$ cat src/rtl/dcpirq_pkg.sv
// Shared types and helpers for the dcpirq interrupt controller.
package dcpirq_pkg;

  typedef enum logic [1:0] {
    IDLE   = 2'd0,
    ASSERT = 2'd1,
    GAP    = 2'd2
  } state_t;

  // Smallest r with 2**r >= n; used to size channel indices.
  function automatic int clog2(input int n);
    int r;
    r = 0;
    while ((1 << r) < n) r++;
    return r;
  endfunction

endpackage

$ cat src/rtl/dcpirq_prio_enc.sv
// Combinational lowest-index-first priority encoder.
module dcpirq_prio_enc #(
  parameter int N = 8,
  parameter int W = 3
) (
  input  logic [N-1:0] req,
  output logic [W-1:0] idx,
  output logic         valid
);

  // NOTE: every always_comb output gets a default first so no path can infer a latch.
  always_comb begin
    idx   = '0;
    valid = |req;
    for (int i = N - 1; i >= 0; i--) begin
      if (req[i]) idx = W'(i);
    end
  end

endmodule

$ cat src/rtl/dcpirq_param.sv
// Parameterised interrupt controller: edge/level capture, fixed priority, one-cycle gap.
module dcpirq_param
  import dcpirq_pkg::*;
#(
  parameter int               N_IRQ     = 8,
  parameter logic [N_IRQ-1:0] TRIG_EDGE = '1,
  localparam int              ADDR_W    = clog2(N_IRQ)
) (
  input  logic              clk,
  input  logic              rst,
  input  logic              enable,
  input  logic [N_IRQ-1:0]  irq_trigger,
  input  logic [N_IRQ-1:0]  irq_mask,
  input  logic              irq_ack,
  output logic              int_output,
  output logic [ADDR_W-1:0] irq_address,
  output logic [N_IRQ-1:0]  pending
);

  state_t             state;
  logic [N_IRQ-1:0]   trig_q;
  logic [N_IRQ-1:0]   detect;
  logic [N_IRQ-1:0]   ack_clr;
  logic [N_IRQ-1:0]   req;
  logic [ADDR_W-1:0]  enc_idx;
  logic               enc_valid;

  // Level channels ignore trig_q; edge channels need a low-to-high step.
  assign detect = irq_trigger & (~trig_q | ~TRIG_EDGE);
  assign req    = pending & irq_mask;

  always_comb begin
    ack_clr = '0;
    if (state == ASSERT && irq_ack) ack_clr[irq_address] = 1'b1;
  end

  dcpirq_prio_enc #(
    .N (N_IRQ),
    .W (ADDR_W)
  ) u_prio_enc (
    .req   (req),
    .idx   (enc_idx),
    .valid (enc_valid)
  );

  // NOTE: sequential state uses non-blocking assignments so every register samples pre-edge values.
  always_ff @(posedge clk) begin
    if (rst) begin
      state       <= IDLE;
      trig_q      <= '0;
      pending     <= '0;
      int_output  <= 1'b0;
      irq_address <= '0;
    end else begin
      trig_q  <= irq_trigger;
      // A new detection outranks an acknowledge clearing the same bit.
      pending <= (pending & ~ack_clr) | detect;
      unique case (state)
        IDLE: begin
          if (enable && enc_valid) begin
            irq_address <= enc_idx;
            int_output  <= 1'b1;
            state       <= ASSERT;
          end
        end
        ASSERT: begin
          if (irq_ack) begin
            int_output <= 1'b0;
            state      <= GAP;
          end else if (!enable) begin
            int_output <= 1'b0;
            state      <= IDLE;
          end
        end
        GAP: begin
          state <= IDLE;
        end
        default: begin
          int_output <= 1'b0;
          state      <= IDLE;
        end
      endcase
    end
  end

endmodule

$ cat config.mk
export PLATFORM = sky130hd
export DESIGN_NAME = dcpirq_param
export DESIGN_NICKNAME = d
export VERILOG_FILES = /design/src/rtl/dcpirq_pkg.sv /design/src/rtl/dcpirq_prio_enc.sv /design/src/rtl/dcpirq_param.sv
export SDC_FILE = /design/constraint.sdc
export NUM_CORES = 1
export LEC_CHECK = 0
export BUFFER_PORTS_ARGS = -buffer_cell sky130_fd_sc_hd__buf_2
export CAP_MARGIN = 20
export CORE_UTILIZATION = 48
export DETAILED_ROUTE_END_ITERATION = 6
export GPL_TIMING_DRIVEN = 0
export HOLD_SLACK_MARGIN = 0.1
export PLACE_DENSITY = 0.77
export SYNTH_ARGS = -nofsm -noshare
export SYNTH_HDL_FRONTEND = slang
export SYNTH_HIERARCHICAL = 1
export SYNTH_SLANG_ARGS = --single-unit
$ cat constraint.sdc
create_clock -name clk -period 2 [get_ports clk]
set_clock_uncertainty 0.15 [all_clocks]
set_input_delay 0.2 -clock clk [delete_from_list [all_inputs] [get_ports clk]]
set_output_delay 0.2 -clock clk [all_outputs]
set_load 0.005 [all_outputs]
==> results.sh <==
export IMPL_syn_nets=118
export IMPL_dr_pass1_iters=4
export IMPL_critPathLaunch="pending[4]"
export IMPL_grt_pass1_vias=808
export IMPL_min_from="irq_trigger[1]"
export IMPL_track_usage=0.226
export IMPL_seq_area_frac_synth=0.470
export IMPL_io_pins=32
export IMPL_r2r_start="pending[4]"
export IMPL_cts_resized=0
export IMPL_layout_commonest_cell="buf_2"
export IMPL_area_growth_pct=35.5
export IMPL_htree_levels=1
export IMPL_worst_slew_pin_slew_ns=0.296
export IMPL_grt_start_max_net_pins=13
export IMPL_antenna_cells=0
export IMPL_min_period_ns=1.70
export IMPL_finalPower_w=0.000918
export IMPL_hold_viol_final=0
export IMPL_use_met2=0.420
export IMPL_final_cell_area_um2=1270
export IMPL_cp_max_fo=4
export IMPL_num_vias=827
export IMPL_swShare=0.252
export IMPL_fin_tns_setup_ns=0
export IMPL_p_int_w=0.000687
export IMPL_syn_avg_cell_area_um2=9.56
export IMPL_clk_latency_ns=0.31
export IMPL_die_w_um=46.2
export IMPL_pwr_density_cell_nw_per_um2=723
export IMPL_rsz0062_at_grt="no"
export IMPL_critical_path_max_stage_delay_ns=0.34
export IMPL_leakagePower_nw=0.584
export IMPL_ys_warnings_count=6
export IMPL_nets=165
export IMPL_dp_slack_ns=0.340
export IMPL_grt_pass1_wl_um=3350
export IMPL_ir_worst_vdd_mv=0.538
export IMPL_ys_ff_latch=22
export IMPL_start_kind="flip-flop"
export IMPL_critPathSlowestCell="dfxtp_1"
export IMPL_cts_buffers=3
export IMPL_via_per_inst=4.89
export IMPL_antenna_found_initial=0
export IMPL_postLayoutSetupSlackWorst_ns=0.296
export IMPL_timing_final_crit_share=0.852
export IMPL_std_cell_rows=15
export IMPL_nFillCells=144
export IMPL_port_buffers=31
export IMPL_yosysUniqueCellTypes=23
export IMPL_maxSlewHeadroom=0.800
export IMPL_layout_drive_gt1_share=0.285
export IMPL_switchingPower_w=0.000231
export IMPL_post_cts_buffers=0
export IMPL_slew_violations=0
export IMPL_final_cell_mix="31 x buf_2, 22 x dfxtp_1, 12 x nor2b_1, 11 x dlygate4sd3_1, 10 x inv_1"
export IMPL_p_comb_frac=0.196
export IMPL_ff2ff_path_depth=6
export IMPL_path_buf_inv=0
export IMPL_synthCells=98
export IMPL_cp_end_kind="flip-flop"
export IMPL_crit_type="reg2reg"
export IMPL_cp_cell_sequence="and2_1 -> nor4_2 -> nand3_1 -> and4bb_4 -> mux2i_1 -> nor2_1"
export IMPL_first_iter_violations=1
export IMPL_cts_hold_buf=11
export IMPL_floorplan_initialDensity=0.526
export IMPL_hold_path_class="in2reg"
export IMPL_clock_sinks=22
export IMPL_use_met3=0.0471
export IMPL_cp_required_ns=2.06
export IMPL_grt_ovfl_total=0
export IMPL_wire_per_inst_um=12.4
export IMPL_die_area_um2=2130
export IMPL_wirelength_um=2090
export IMPL_setup_viol=0
export IMPL_drcViolationCount=0
export IMPL_ant_nets=0
export IMPL_min_path_cells=3
export IMPL_power_frac_seq=0.540
export IMPL_power_clock_fraction=0.264
export IMPL_clk_pin_slew_worst_paths_ns=0.12
export IMPL_cts_root_buf="clkbuf_4"
export IMPL_busiest_layer="met2"
export IMPL_tritoncts="built"
export IMPL_mappedNetlistArea_um2=937
export IMPL_cp_arrival_ns=1.76
export IMPL_max_clock_path_buffers=2
export IMPL_core_um2=1780
export IMPL_status="finished, final reports clean"
export IMPL_fmax_mhz=587
export IMPL_die_y_um=46.2
export IMPL_placed_area_um2=1120
export IMPL_cp_num_cells=6
export IMPL_grt_use_met1=0.261
export IMPL_gp_congestion=0.676
export IMPL_critPathTopFamily="simple AND/OR/NAND/NOR gates"
export IMPL_max_cap_violations=0
export IMPL_dp_hpwl_um=1420
-- synthesized netlist by cell type --
cell      number  share of area
mux2i_1        3          0.032
o21bai_1       1         0.0080
nor3b_1        1         0.0080
a31oi_1        2          0.013
inv_2          1         0.0040
a21boi_0       1         0.0080
o21ai_0        2          0.011
and4b_1        1          0.011
inv_1         10          0.040
buf_4          1         0.0080
and4bb_4       2          0.035
nor2b_1       12          0.080
nor4_2         1          0.013
dfxtp_1       22           0.47
nor4b_1        2          0.019
nand3_1        1         0.0053
buf_6          1          0.012
and2_1         8          0.053
a22o_1         8          0.075
o41ai_1        1         0.0093
a21oi_1        9          0.048
nor2_1         7          0.028
and3b_1        1         0.0093
-- worst min-delay path, cell delays in order --
cell and delay (ns):
buf_2 0.07, nor2b_1 0.16, a22o_1 0.16
-- cell type report --
class	instances	area (um^2)	share of cell area
buffer	2	18.8	0.0148
clock buffer	4	36.3	0.0286
inverter	11	41.3	0.0325
multi-input combinational	63	437	0.344
sequential	22	440	0.347
tap	25	31.3	0.0246
timing repair buffer	42	265	0.209
-- per-stage QoR --
stage | utilization | cells | hold WS (ns)
2_1_floorplan | - | 98 | 0.133
3_3_place_gp | 0.630 | 154 | 0.274
3_5_place_dp | 0.630 | 154 | 0.281
4_1_cts | 0.712 | 169 | 0.120
5_1_grt | 0.712 | 169 | 0.175
6_report | 0.712 | 169 | 0.148
-- power by group through the flow --
stage	Clock [W]	Combinational, W	Sequential (W)
2_1_floorplan	0	0.000101	0.000505
3_3_place_gp	0	0.000157	0.000504
3_5_place_dp	0	0.000162	0.000506
4_1_cts	0.000245	0.000180	0.000496
5_1_grt	0.000266	0.000201	0.000502
6_report	0.000242	0.000180	0.000496
-- routing by layer --
metal | vias to the layer above | wire (um)
met1 | 374 | 891
met4 | 0 | 19
met2 | 21 | 1120
met5 | - | 0
li1 | 430 | -
met3 | 2 | 61
-- cells by family after synthesis --
logic type	share of synthesized area
AO/OA/AOI/OAI	0.172
buffers and inverters	0.0641
flip-flops	0.470
multiplexers	0.0320
AND/OR/NAND/NOR	0.262
-- worst paths after layout --
| kind | end | slack, ns |
|---|---|---|
| hold / removal | pending[1] | 0.15 |
| setup reg to reg | irq_address[2] | 0.30 |
| setup / recovery | irq_address[2] | 0.30 |
| hold reg to reg | pending[0] | 0.33 |
-- registers in the layout, summed over array words and instances (netlist names) --
| signal | count |
|---|---|
| pending | 8 |
| int_output | 1 |
| irq_address | 3 |
| state | 2 |
| trig_q | 8 |
No activity file was read; power rests on OpenSTA's default activity.
